**config.mk**
```make
export PLATFORM = sky130hd
export DESIGN_NAME = fixed_point_addsub_pipe
export DESIGN_NICKNAME = d
export VERILOG_FILES = /design/src/rtl/fixed_point_addsub_pipe.sv
export SDC_FILE = /design/constraint.sdc
export NUM_CORES = 1
export LEC_CHECK = 0
export ABC_CLOCK_PERIOD_IN_PS = 6500
export BUFFER_PORTS_ARGS = -buffer_cell sky130_fd_sc_hd__buf_4
export CAP_MARGIN = 20
export CELL_PAD_IN_SITES_DETAIL_PLACEMENT = 1
export CELL_PAD_IN_SITES_GLOBAL_PLACEMENT = 2
export CORE_ASPECT_RATIO = 0.6
export CORE_UTILIZATION = 35
export DETAILED_ROUTE_END_ITERATION = 7
export HOLD_SLACK_MARGIN = 0.15
export PLACE_DENSITY_LB_ADDON = 0.1
export SKIP_CTS_REPAIR_TIMING = 1
export SYNTH_ARGS = -nofsm -noshare
export SYNTH_HDL_FRONTEND = slang
export SYNTH_SLANG_ARGS = --single-unit
```
**constraint.sdc**
```tcl
create_clock -name clk -period 6.5 [get_ports clk]
set_input_delay 0 -clock clk [delete_from_list [all_inputs] [get_ports clk]]
set_output_delay 0 -clock clk [all_outputs]
set_load 0.01 [all_outputs]
```
**src/rtl/fixed_point_addsub_pipe.sv**
```systemverilog
`default_nettype none
// ============================================================================
// fixed_point_addsub_pipe : 2-stage sign-magnitude adder/subtractor with
//                           saturate/wrap overflow and valid/ready flow control
// Revision: 1.0
// ============================================================================
module fixed_point_addsub_pipe #(
  parameter int WIDTH    = 16,
  parameter bit SATURATE = 1'b1
) (
  input  logic             clk,
  input  logic             rst,
  input  logic             in_valid,
  output logic             in_ready,
  input  logic [WIDTH-1:0] a,
  input  logic [WIDTH-1:0] b,
  input  logic             op,
  output logic             out_valid,
  input  logic             out_ready,
  output logic [WIDTH-1:0] c,
  output logic             ovf,
  output logic             ovf_sticky,
  input  logic             clr_sticky
);

  localparam int MW = WIDTH - 1;

  logic          adv1, adv2;
  logic [MW-1:0] ma, mb;
  logic          sa, sb;

  logic          s1_valid_q, s1_valid_d;
  logic [MW-1:0] s1_big_q, s1_big_d;
  logic [MW-1:0] s1_small_q, s1_small_d;
  logic          s1_sign_q, s1_sign_d;
  logic          s1_add_q, s1_add_d;

  logic             s2_valid_q, s2_valid_d;
  logic [WIDTH-1:0] c_q, c_d;
  logic             ovf_q, ovf_d;
  logic             ovf_sticky_q, ovf_sticky_d;

  logic [WIDTH-1:0] sum;
  logic [MW-1:0]    diff;
  logic [MW-1:0]    ovf_mag;
  logic [MW-1:0]    mag;
  logic             mag_ovf;

  assign ma = a[MW-1:0];
  assign mb = b[MW-1:0];
  assign sa = a[MW];
  assign sb = b[MW] ^ op;

  assign adv2     = !s2_valid_q || out_ready;
  assign adv1     = !s1_valid_q || adv2;
  assign in_ready = adv1;

  assign sum  = {1'b0, s1_big_q} + {1'b0, s1_small_q};
  assign diff = s1_big_q - s1_small_q;

  generate
    if (SATURATE) begin : g_sat
      assign ovf_mag = '1;
    end else begin : g_wrap
      assign ovf_mag = sum[MW-1:0];
    end
  endgenerate

  // Stage 1: order magnitudes so stage 2 never subtracts into a negative value
  always_comb begin
    s1_valid_d = s1_valid_q;
    s1_big_d   = s1_big_q;
    s1_small_d = s1_small_q;
    s1_sign_d  = s1_sign_q;
    s1_add_d   = s1_add_q;
    if (adv1) begin
      s1_valid_d = in_valid;
      if (in_valid) begin
        s1_add_d = (sa == sb);
        if ((sa == sb) || (ma >= mb)) begin
          s1_big_d   = ma;
          s1_small_d = mb;
          s1_sign_d  = sa;
        end else begin
          s1_big_d   = mb;
          s1_small_d = ma;
          s1_sign_d  = sb;
        end
      end
    end
  end

  always_comb begin
    mag_ovf = 1'b0;
    mag     = diff;
    if (s1_add_q) begin
      mag_ovf = sum[MW];
      mag     = sum[MW] ? ovf_mag : sum[MW-1:0];
    end
  end

  // Stage 2: a zero magnitude always leaves with a positive sign
  always_comb begin
    s2_valid_d = s2_valid_q;
    c_d        = c_q;
    ovf_d      = ovf_q;
    if (adv2) begin
      s2_valid_d = s1_valid_q;
      if (s1_valid_q) begin
        c_d   = {s1_sign_q && (mag != '0), mag};
        ovf_d = mag_ovf;
      end
    end
  end

  always_comb begin
    ovf_sticky_d = ovf_sticky_q;
    if (clr_sticky) begin
      ovf_sticky_d = 1'b0;
    end
    if (s2_valid_q && out_ready && ovf_q) begin
      ovf_sticky_d = 1'b1;
    end
  end

  always_ff @(posedge clk) begin
    if (rst) begin
      s1_valid_q   <= 1'b0;
      s1_big_q     <= '0;
      s1_small_q   <= '0;
      s1_sign_q    <= 1'b0;
      s1_add_q     <= 1'b0;
      s2_valid_q   <= 1'b0;
      c_q          <= '0;
      ovf_q        <= 1'b0;
      ovf_sticky_q <= 1'b0;
    end else begin
      s1_valid_q   <= s1_valid_d;
      s1_big_q     <= s1_big_d;
      s1_small_q   <= s1_small_d;
      s1_sign_q    <= s1_sign_d;
      s1_add_q     <= s1_add_d;
      s2_valid_q   <= s2_valid_d;
      c_q          <= c_d;
      ovf_q        <= ovf_d;
      ovf_sticky_q <= ovf_sticky_d;
    end
  end

  assign out_valid  = s2_valid_q;
  assign c          = c_q;
  assign ovf        = ovf_q;
  assign ovf_sticky = ovf_sticky_q;

endmodule
`default_nettype wire

```
Yosys cells after proc, flatten, opt, wreduce, memory -nomap -nowiden. Index checks and enable logic that the tools add are counted.

Logic and storage cells: 34. Output and inout bits: 20. Input bits: 38. Register bits: 52.

Reductions and logical operators: 12. Bitwise operators: 1. Add/sub/neg operators: 2. Multiplexer cells: 8. Order comparisons: 1. Eq/ne operators: 1.

Operator list (count): two-way mux 15 bit (4); adder 15 x 15 -> 16 bit (1); >= comparator 15 bit (1); nonzero test 15 bit (1); subtractor 15 bit (1); two-way mux 1 bit (4); AND reduction 2 bit (2); logical AND 1 bit (3); logical OR 1 bit (3); zero test 1 bit (2); nonzero test 2 bit (1); equality test 1 bit (1); XOR 1 bit (1).

Depth between registers and ports, before layout.
Depth in word-level cells: 5. Mapped depth: 11. Depth with buffers taken out: 11.

Worst setup path after synthesis. No wires, ideal clock.

Path type: flip-flop to flip-flop. Start point: register s1_big_q[0]. End point: register c_q[15], in the netlist c[15]. Stages on the path, launching flop included: 12. Path slack: 3.865 ns. Arrival time: 2.516 ns. Buffers on the path: 0. Library setup time: 0.120 ns. Required time: 6.380 ns. Clock period less this slack: 2.635 ns. Cell sequence: dfxtp_1 -> inv_1 -> ha_1 -> fa_1 -> nand2b_1 -> a21o_1 -> a211oi_2 -> o21ai_1 -> or4b_1 -> nand3_1 -> o2111ai_1 -> o31a_1.

Word-level cells in the longest chain between the ends: 5. Elaborated cells on any way between the ends: 6. Classes of those cells: add/sub: 2; mux: 2; reduce/logical: 2.

RTL lines: from (decl) (RTL line 33) `logic [MW-1:0] s1_big_q, s1_big_d;`; from (signal assigned) (RTL line 139) `s1_big_q <= s1_big_d;`; adder 15 x 15 -> 16 bit (RTL line 58) `assign sum = {1'b0, s1_big_q} + {1'b0, s1_small_q};`; two-way mux 15 bit (RTL line 98) `mag = sum[MW] ? ovf_mag : sum[MW-1:0];`; two-way mux 15 bit * (RTL line 96) `if (s1_add_q) begin`; nonzero test 15 bit * (RTL line 110) `c_d = {s1_sign_q && (mag != '0), mag};`; logical AND 1 bit * (RTL line 110); to (signal assigned) (RTL line 134) `c_q <= '0;`; to (signal assigned) (RTL line 144) `c_q <= c_d;`; to (decl) (RTL line 39) `logic [WIDTH-1:0] c_q, c_d;`.

Every way passes the cells marked *; elsewhere a longest branch is shown, timed or not. A chain may end at the register's enable or synchronous reset.

Worst setup path in the final report.
Start point: input a[8]. End point: register s1_big_q[6].

Word-level cells in the longest chain between the ends: 3.

RTL lines: from (decl) (RTL line 15) `input logic [WIDTH-1:0] a,`; >= comparator 15 bit (RTL line 80) `if ((sa == sb) || (ma >= mb)) begin`; logical OR 1 bit (RTL line 80); two-way mux 15 bit (RTL line 80).

No other way between the ends.

==> flow_metrics.env <==
export IMPL_nNetsFinal=706
export IMPL_fill_cells=1410
export IMPL_synth_ff_type="dfxtp_1"
export IMPL_root_buffer="clkbuf_16"
export IMPL_regToRegSetupSlack_ns=3.14
export IMPL_wirelength_um=12800
export IMPL_hold_class="input pin to flip-flop"
export IMPL_cts_tree="done"
export IMPL_die_w_um=143
export IMPL_maxCapViolCount=0
export IMPL_drc=0
export IMPL_path_cells="dlygate4sd3_1, buf_4, ha_1, a21o_1, a21o_1, a2111oi_0, o211ai_1, a31oi_1, o21ai_4, buf_12, mux2i_1, dlygate4sd3_1, o21ai_0"
export IMPL_firstDrtPassIters=4
export IMPL_crit_path_start_kind="input pin"
export IMPL_async_reset_ff_frac=0
export IMPL_vias=4133
export IMPL_syn_area_um2=4160
export IMPL_cp_end_kind="flip-flop"
export IMPL_cp_arrival_ns=3.60
export IMPL_first_global_vias=3883
export IMPL_vdd_ir_drop_max_uv=105
export IMPL_p_per_area_nw_per_um2=212
export IMPL_gr_total_overflow=0
export IMPL_reg2reg_to="c[15]$_SDFFE_PP0P_"
export IMPL_hold_viol=0
export IMPL_port_buffers=57
export IMPL_antenna_found_initial=0
export IMPL_syn_area_per_cell_um2=7.93
export IMPL_cts_sinks=52
export IMPL_initial_core_util=0.364
export IMPL_slew_headroom=0.557
export IMPL_synth_area_leader_cell="dfxtp_1"
export IMPL_ys_top_cells_by_area="dfxtp_1, ha_1, mux2i_1"
export IMPL_synth_warning_count=0
export IMPL_crit_fanout=24
export IMPL_die_y_um=86.5
export IMPL_slowest_delay_ns=0.57
export IMPL_core_um2=11400
export IMPL_synth_edf_count=0
export IMPL_worst_clock_skew_ns=0.00475
export IMPL_status="complete, no violations"
export IMPL_drv_slew=0
export IMPL_holdPathStages=3
export IMPL_yosysMostFrequentCell="nand2_1"
export IMPL_dp_slack_ns=3.21
export IMPL_num_io_pins=58
export IMPL_leakage_nw=2.47
export IMPL_yosys_area_top_type_share=0.250
export IMPL_hold_ws_ns=0.0605
export IMPL_ys_seq_elements=52
export IMPL_cts_buffer_depth=2
export IMPL_synth_cell_types=65
export IMPL_utilization=0.475
export IMPL_rsz0062_at_grt="no"
export IMPL_drt_iter0_drc=190
export IMPL_yosysSeqAreaShare=0.250
export IMPL_grt_pass1_wl_um=20000
export IMPL_tns_ns=0
export IMPL_worstSetupStartpoint="a[8]"
export IMPL_rows=30
export IMPL_hpwl_um=9620
export IMPL_synthCells=525
export IMPL_gp_congestion=0.825
export IMPL_min_from="b[13]"
export IMPL_syn_num_nets=609
export IMPL_die_area_um2=12400
export IMPL_cts_htree_levels=2
export IMPL_layout_setup_ws_ns=3.08
export IMPL_drtAntennaViolNets=0
export IMPL_r2r_start="s1_small_q[9]$_SDFFE_PP0P_"
export IMPL_r2r_cells=10
export IMPL_synth_common_cells="nand2_1, dfxtp_1, o21ai_0, ha_1, inv_1"
export IMPL_finalCriticalPeriod_ns=3.42
export IMPL_setup_violations=0
export IMPL_grtUsageTotal=0.209
export IMPL_viasPerCell=5.28
export IMPL_cts_clk_slew_worst_paths_ns=0.07
export IMPL_layout_drive_gt1_share=0.140
export IMPL_finalCritPeriodShare=0.527
export IMPL_syn_to_final_growth_pct=30.7
export IMPL_fmax_mhz=292
export IMPL_worst_slew_pin_slew_ns=0.648
export IMPL_min_to="s1_big_q[13]$_SDFFE_PP0P_"
export IMPL_insertion_delay_ns=0.30
export IMPL_path_class="input pin to flip-flop"
export IMPL_wl_per_cell_um=16.4
export IMPL_worstPathRequired_ns=6.68
export IMPL_total_power_mw=1.15
export IMPL_cts_made_buffers=5
export IMPL_insertedDiodeCount=0
export IMPL_crit_path_top_delay_cell="dlygate4sd3_1"
export IMPL_grt_start_max_net_pins=32
## sequential cells by signal, indices dropped and copies added (netlist names)
| register | count |
|---|---|
| s1_sign_q | 1 |
| s1_add_q | 1 |
| ovf | 1 |
| s1_big_q | 15 |
| out_valid | 1 |
| s1_small_q | 15 |
| ovf_sticky | 1 |
| s1_valid_q | 1 |
| c | 16 |
## layout make-up
cell class              count  area (µm²)  share of cell area
multi-input cells         406        2860               0.526
flip-flops and latches     52        1040               0.191
repair buffers            115        1020               0.187
well taps                 160         200              0.0368
inverters                  42         158              0.0290
clock buffers               6         129              0.0237
clock inverters             2        35.0             0.00644
## placed cells by master (no fill, tap or decap), types with 4 or more instances in the layout
cell	netlist	final
xnor2_1	12	12
nor2b_1	12	12
a31oi_1	4	4
or3_1	4	4
o21ai_0	48	48
a21oi_1	33	33
dfxtp_1	52	52
nand4_1	4	4
a211oi_1	6	6
nand3_1	12	12
nor3_1	14	14
ha_1	44	44
nor2_1	27	27
clkbuf_16	0	5
dlygate4sd3_1	0	53
buf_4	0	60
nand2b_1	12	12
o211ai_1	5	5
mux2i_1	33	33
and2_1	4	4
nand2_1	55	55
inv_1	37	37
a21o_1	9	9
o221ai_1	4	4
## cells by family (layout without fill, tap and decap cells)
kind of cell,count (synthesis),in the layout,share of synthesized area
DFF,52,52,0.250
and+or+nand+nor,159,159,0.187
buffers and inverters,67,165,0.0652
muxes,34,34,0.0820
xor gates and xnor gates,15,15,0.0316
AOI/OAI and AO/OA,152,152,0.242
adders and majority gates,46,46,0.142
## how the worst max path moves through the flow
stage                          endpoint  slack [ns]  depth (start not counted)
5_1_grt        s1_big_q[1]$_SDFFE_PP0P_        2.89                         13
4_1_cts              c[15]$_SDFFE_PP0P_        3.19                         10
3_5_place_dp         c[15]$_SDFFE_PP0P_        3.21                         10
3_3_place_gp         c[15]$_SDFFE_PP0P_        3.30                         10
6_report       s1_big_q[6]$_SDFFE_PP0P_        3.08                         13
2_1_floorplan        c[15]$_SDFFE_PP0P_        3.86                         11
## per-layer routing
metal  vias up  global-route usage  wire, µm
met4         0              0.0342        87
met5         -                   0         0
met2        69               0.329      5740
met3        11              0.0392       474
li1       2059                   -         -
met1      1994               0.298      6520
## worst max-delay path: cells and delay by family
family	cells	cell delay (ns)
AO/OA/AOI/OAI	7	1.65
buffers and inverters	4	1.48
adder cells (fa/ha/maj)	1	0.31
multiplexers	1	0.16
## power by group
part | internal [mW] | total [mW] | switching, mW
registers | 0.347 | 0.369 | 0.0215
logic | 0.218 | 0.482 | 0.264
clock network | 0.181 | 0.303 | 0.122
total | 0.747 | 1.15 | 0.408
## metrics by stage
| step | instances | instance area, µm² |
|---|---|---|
| after floorplan | 525 | 4160 |
| after global placement | 720 | 4710 |
| after detailed placement | 720 | 4710 |
| after CTS | 728 | 4880 |
| after global routing | 783 | 5440 |
| final | 783 | 5440 |
Power figures use the tool's default switching activity.
